==> config.mk <==
export PLATFORM = sky130hd
export DESIGN_NAME = i2c_target
export DESIGN_NICKNAME = d
export VERILOG_FILES = /design/src/rtl/i2c_target.sv
export SDC_FILE = /design/constraint.sdc
export NUM_CORES = 1
export LEC_CHECK = 0
export BUFFER_PORTS_ARGS = -buffer_cell sky130_fd_sc_hd__buf_4
export CORE_ASPECT_RATIO = 0.75
export CORE_MARGIN = 2
export CORE_UTILIZATION = 52
export CTS_BUF_LIST = sky130_fd_sc_hd__clkbuf_4
export CTS_CLUSTER_DIAMETER = 60
export DETAILED_ROUTE_END_ITERATION = 8
export HOLD_SLACK_MARGIN = 0.1
export PLACE_DENSITY = 0.73
export SYNTH_ARGS = -nofsm -noshare
export SYNTH_HDL_FRONTEND = slang
export SYNTH_SLANG_ARGS = --single-unit
==> constraint.sdc <==
create_clock -name clk -period 2.7 [get_ports clk]
set_clock_uncertainty 0.1 [all_clocks]
set_input_delay 0.54 -clock clk [delete_from_list [all_inputs] [get_ports clk]]
set_output_delay 0.54 -clock clk [all_outputs]
set_load 0.05 [all_outputs]
==> src/rtl/i2c_target.sv <==
// I2C target: oversamples SCL/SDA on clk, decodes START/STOP, 7-bit address,
// R/W, data and ACK. Drives SDA open-drain through sda_oe (1 = pull low).
module i2c_target #(
  parameter logic [6:0] ADDR = 7'b1100110
) (
  input  logic       clk,
  input  logic       rst,
  input  logic       scl,
  input  logic       sda_in,
  output logic       sda_oe,
  output logic [7:0] rx_data,
  output logic       rx_valid,
  input  logic [7:0] tx_data,
  output logic       tx_load,
  output logic       busy
);

  typedef enum logic [2:0] {
    S_IDLE, S_ADDR, S_ADDR_ACK, S_WRITE, S_WRITE_ACK, S_READ, S_READ_ACK
  } state_t;

  logic scl_s1_q, scl_s2_q, scl_prev_q;
  logic sda_s1_q, sda_s2_q, sda_prev_q;

  state_t     state_q, state_d;
  logic [3:0] cnt_q, cnt_d;
  logic [7:0] shift_q, shift_d;
  logic       rw_q, rw_d;
  logic       sda_oe_q, sda_oe_d;
  logic [7:0] rx_data_q, rx_data_d;
  logic       rx_valid_q, rx_valid_d;
  logic       tx_load_q, tx_load_d;
  logic       busy_q, busy_d;

  logic scl_rise, scl_fall, start_det, stop_det;

  // Two-flop synchronizers plus one edge-history flop per bus line; idle bus is high.
  always_ff @(posedge clk) begin
    if (rst) begin
      scl_s1_q <= 1'b1; scl_s2_q <= 1'b1; scl_prev_q <= 1'b1;
      sda_s1_q <= 1'b1; sda_s2_q <= 1'b1; sda_prev_q <= 1'b1;
    end else begin
      scl_s1_q <= scl;      scl_s2_q <= scl_s1_q; scl_prev_q <= scl_s2_q;
      sda_s1_q <= sda_in;   sda_s2_q <= sda_s1_q; sda_prev_q <= sda_s2_q;
    end
  end

  // Bus events; START/STOP require SCL high on both compared samples.
  always_comb begin
    scl_rise  = scl_s2_q & ~scl_prev_q;
    scl_fall  = ~scl_s2_q & scl_prev_q;
    start_det = scl_s2_q & scl_prev_q & sda_prev_q & ~sda_s2_q;
    stop_det  = scl_s2_q & scl_prev_q & ~sda_prev_q & sda_s2_q;
  end

  // Protocol state, counters and output registers.
  always_ff @(posedge clk) begin
    if (rst) begin
      state_q    <= S_IDLE;
      cnt_q      <= 4'd0;
      shift_q    <= 8'h00;
      rw_q       <= 1'b0;
      sda_oe_q   <= 1'b0;
      rx_data_q  <= 8'h00;
      rx_valid_q <= 1'b0;
      tx_load_q  <= 1'b0;
      busy_q     <= 1'b0;
    end else begin
      state_q    <= state_d;
      cnt_q      <= cnt_d;
      shift_q    <= shift_d;
      rw_q       <= rw_d;
      sda_oe_q   <= sda_oe_d;
      rx_data_q  <= rx_data_d;
      rx_valid_q <= rx_valid_d;
      tx_load_q  <= tx_load_d;
      busy_q     <= busy_d;
    end
  end

  // Next-state logic. cnt==8 marks "byte done, 9th clock pending"; the 9th
  // rising edge wraps it to 0 so the following falling edge closes the ACK slot.
  always_comb begin
    state_d    = state_q;
    cnt_d      = cnt_q;
    shift_d    = shift_q;
    rw_d       = rw_q;
    sda_oe_d   = sda_oe_q;
    rx_data_d  = rx_data_q;
    rx_valid_d = 1'b0;
    tx_load_d  = 1'b0;
    busy_d     = busy_q;
    if (start_det) begin
      state_d  = S_ADDR;
      sda_oe_d = 1'b0;
      cnt_d    = 4'd0;
    end else if (stop_det) begin
      state_d  = S_IDLE;
      sda_oe_d = 1'b0;
      busy_d   = 1'b0;
      cnt_d    = 4'd0;
    end else begin
      case (state_q)
        S_ADDR: if (scl_rise) begin
          shift_d = {shift_q[6:0], sda_s2_q};
          if (cnt_q == 4'd7) begin
            // Address 0 (general call) is never acknowledged.
            if (shift_d[7:1] == ADDR && shift_d[7:1] != 7'd0) begin
              state_d = S_ADDR_ACK;
              busy_d  = 1'b1;
              rw_d    = sda_s2_q;
              cnt_d   = 4'd8;
            end else begin
              state_d = S_IDLE;
              busy_d  = 1'b0;
              cnt_d   = 4'd0;
            end
          end else begin
            cnt_d = cnt_q + 4'd1;
          end
        end
        S_ADDR_ACK, S_WRITE_ACK: begin
          if (scl_rise) begin
            cnt_d = 4'd0;
          end else if (scl_fall) begin
            if (cnt_q == 4'd8) begin
              sda_oe_d = 1'b1;
            end else if (state_q == S_WRITE_ACK || !rw_q) begin
              sda_oe_d = 1'b0;
              state_d  = S_WRITE;
            end else begin
              tx_load_d = 1'b1;
              shift_d   = tx_data;
              sda_oe_d  = ~tx_data[7];
              state_d   = S_READ;
            end
          end
        end
        S_WRITE: if (scl_rise) begin
          shift_d = {shift_q[6:0], sda_s2_q};
          if (cnt_q == 4'd7) begin
            rx_data_d  = shift_d;
            rx_valid_d = 1'b1;
            state_d    = S_WRITE_ACK;
            cnt_d      = 4'd8;
          end else begin
            cnt_d = cnt_q + 4'd1;
          end
        end
        S_READ: begin
          if (scl_rise) begin
            cnt_d = cnt_q + 4'd1;
          end else if (scl_fall) begin
            if (cnt_q == 4'd8) begin
              sda_oe_d = 1'b0;
              state_d  = S_READ_ACK;
            end else begin
              shift_d  = {shift_q[6:0], 1'b0};
              sda_oe_d = ~shift_q[6];
            end
          end
        end
        S_READ_ACK: begin
          if (scl_rise) begin
            cnt_d = 4'd0;
            if (sda_s2_q) begin
              state_d = S_IDLE;
              busy_d  = 1'b0;
            end
          end else if (scl_fall && cnt_q == 4'd0) begin
            tx_load_d = 1'b1;
            shift_d   = tx_data;
            sda_oe_d  = ~tx_data[7];
            state_d   = S_READ;
          end
        end
        default: ;
      endcase
    end
  end

  assign sda_oe   = sda_oe_q;
  assign rx_data  = rx_data_q;
  assign rx_valid = rx_valid_q;
  assign tx_load  = tx_load_q;
  assign busy     = busy_q;

endmodule

==> reports/summary.txt <==
Status: complete, no violations
WP data arrival: 2.58 ns
EDFF count, synth: 0
Critical path, cell by cell: buf_4 > or3_1 > o211ai_1 > a221oi_4 > nor2_1 > a311oi_2
Critical Path Start Type: flop
Routed Antenna Nets: 0
ANT cells: 0
Peak supply drop: 377 uV
Critical Path Fanout Max: 19
Met2 wire length: 1960 microns
Clk_lat worst skew: 0.35 ns
Final min period: 2.41 ns
WHS: 0.270 ns
Most frequent cells in the layout: dfxtp_1, nor2_1, buf_4
CTS Buf Count: 5
WP depth: 6
Pre-CTS WS: 0.382 ns
Drc violations: 0
Die Wd: 73.7 microns
Max-cap viol count: 0
Pwr Total: 1.04 mW
Synth cell types: 54
Buffers and inverters on the worst path: 1
Combinational Power Share: 13.9%
Fin crit share: 89.3%
Area of the multi-input gates: 1120 sq um
Worst slew margin: 56.1%
Starting density of the core: 56.0%
Die area: 4140 sq um
Most common cell after layout, fill and taps aside: dfxtp_1
Fin. max-slew vios: 0
Post-CTS setup buffer count: 0
Worst R2R Path Depth: 6
Routed len/inst: 16.2 microns
Dpl hpwl: 3300 microns
WL met3: 380 microns
Fmax: 415 MHz
Seq pwr share: 49.6%
Critical-path top delay cell: dfxtp_1
Power Dens Cells: 479 nW/um^2
Area grow syn2layout: 14.2%
Final setup violation count: 0
Int Pwr: 0.760 mW
Number of global-route vias before repair: 1582
Worst Path Required: 2.87 ns
Row count: 18
GP Congestion: 0.980
Hold Crit Depth: 2
IO Pins: 24
DRT Pass-1 Iters: 5
Resized cells post-CTS: 0
Core Region: 3380 sq um
Root buffer cell: clkbuf_4
CTS H-Tree Depth: 2
I/O Buffers: 23
Final Hold Viols: 0
Reg area: 661 sq um
Sw Share: 26.7%
Pleak: 0.906 nW
Fill cells: 321
Critical path type: flop to flop
Max stage delay on crit path: 0.75 ns
CTS Sinks: 33
Ys flop type: dfxtp_1
Routed WL: 4680 microns
Die height: 56.3 microns
HP Class: primary input to flop
Ys async rst share: 0%
Setup TNS: 0 ns
Clock Power Share: 36.5%
CTS tree: yes
Syn avg cell area: 8.30 sq um
Yosys reg bits: 33
Met1 WL: 2260 microns
Congestion Overflow GR: 0
Initial antenna violation count: 0
Largest net degree at the start of global routing: 28
Least-Margin Pin Slew: 0.657 ns
Warnings from Yosys: 0
Final setup margin: 0.289 ns
RSZ-0062 raised after global routing: no
Highest routed layer: met4
Initial drt markers: 187
Cells after Synth: 228
DR vias: 1779
Total track usage: 24.5%
Cts hold-fix bufs: 0
Global-route wire length before repair: 7770 microns
Vias per cell: 6.16
Nets: 262
Share of layout cells above drive strength 1: 20.1%
Clock transition at path regs: 0.10 ns
Clock Path Buffers: 2
Psw: 0.277 mW
Top delay family on crit path: compound AO/OA/AOI/OAI gates
Worst setup EP type: flop
Mapped Nets: 242
Synthesized area: 1890 sq um
Register area share after synthesis: 34.9%
-- worst paths after layout --
path | slack, ns | end | start
min reg2reg | 0.32 | sda_s2_q | sda_s1_q
max reg2reg | 0.29 | shift_q[5] | state_q[0]
min | 0.27 | scl_s1_q | scl
max | 0.29 | shift_q[5] | state_q[0]
-- cells in the mapped netlist (all sizes together), types with 2 or more instances --
| cell | number | area, sq um |
|---|---|---|
| dfxtp | 33 | 661 |
| nor2b | 4 | 25.0 |
| clkbuf | 8 | 30.0 |
| ha | 2 | 25.0 |
| nor4 | 2 | 12.5 |
| nand2 | 18 | 70.1 |
| a221oi | 2 | 35.0 |
| o211ai | 3 | 22.5 |
| nor3b | 4 | 30.0 |
| a21o | 4 | 30.0 |
| and3b | 3 | 26.3 |
| nand3b | 4 | 30.0 |
| o22ai | 3 | 18.8 |
| a22oi | 3 | 22.5 |
| nand2b | 5 | 31.3 |
| nor3 | 4 | 20.0 |
| a222oi | 2 | 20.0 |
| or3 | 2 | 12.5 |
| o21ai | 8 | 40.0 |
| nand3 | 8 | 40.0 |
| nor2 | 29 | 109 |
| a21oi | 13 | 65.1 |
| xnor2 | 2 | 17.5 |
| or2 | 6 | 37.5 |
| a311oi | 6 | 71.3 |
| buf | 8 | 47.5 |
| a32o | 2 | 20.0 |
| inv | 8 | 30.0 |
| mux2i | 14 | 140 |
| a211oi | 2 | 15.0 |
-- sequential cells by signal, indices dropped and copies added (netlist names) --
register    count
rw_q            1
scl_s2_q        1
cnt_q           4
tx_load         1
sda_oe          1
rx_data         8
scl_prev_q      1
sda_prev_q      1
scl_s1_q        1
shift_q         7
sda_s2_q        1
rx_valid        1
busy            1
state_q         3
sda_s1_q        1
-- worst reg2reg max path, delay by kind of cell (launching register included) --
family / cells / cell delay (ns)
simple gates: 2 / 0.26
compound gates: 3 / 0.94
flops: 1 / 0.75
buf+inv: 1 / 0.27
-- final cells by class --
cell class	count	area share (%)
well taps	40	2.31
flip-flops and latches	33	30.6
multi-input cells	171	52.0
clock buffers	6	2.08
inverters	8	1.39
clock inverters	2	1.56
repair buffers	29	10.1
-- kinds of logic after synthesis --
logic type / share of synthesized area, %
adders and majority gates: 1.32
DFF: 34.9
and+or+nand+nor: 25.5
buffers and inverters: 5.68
muxes: 8.00
xor gates and xnor gates: 1.39
AOI/OAI and AO/OA: 23.2
-- power groups by stage --
stage | clock [mW] | combinational, mW | sequential, mW
after floorplan | 0 | 0.111 | 0.508
after global placement | 0 | 0.140 | 0.525
after detailed placement | 0 | 0.140 | 0.525
after CTS | 0.385 | 0.141 | 0.513
after global routing | 0.411 | 0.157 | 0.516
final | 0.379 | 0.144 | 0.514
-- per-stage QoR --
step / utilization [%] / cells / instance area, sq um
detailed placement: 61.7 / 281 / 2080
global placement: 61.7 / 281 / 2080
floorplan: - / 228 / 1890
CTS: 64.0 / 289 / 2160
global route: 64.0 / 289 / 2160
finish: 64.0 / 289 / 2160
-- layer usage --
layer / vias to the layer above / GRT usage, %
met3: 11 / 7.90
li1: 871 / -
met4: 0 / 9.87
met5: - / 0
met2: 81 / 31.6
met1: 816 / 36.6
Note: power is estimated with default switching activity, not from simulation.
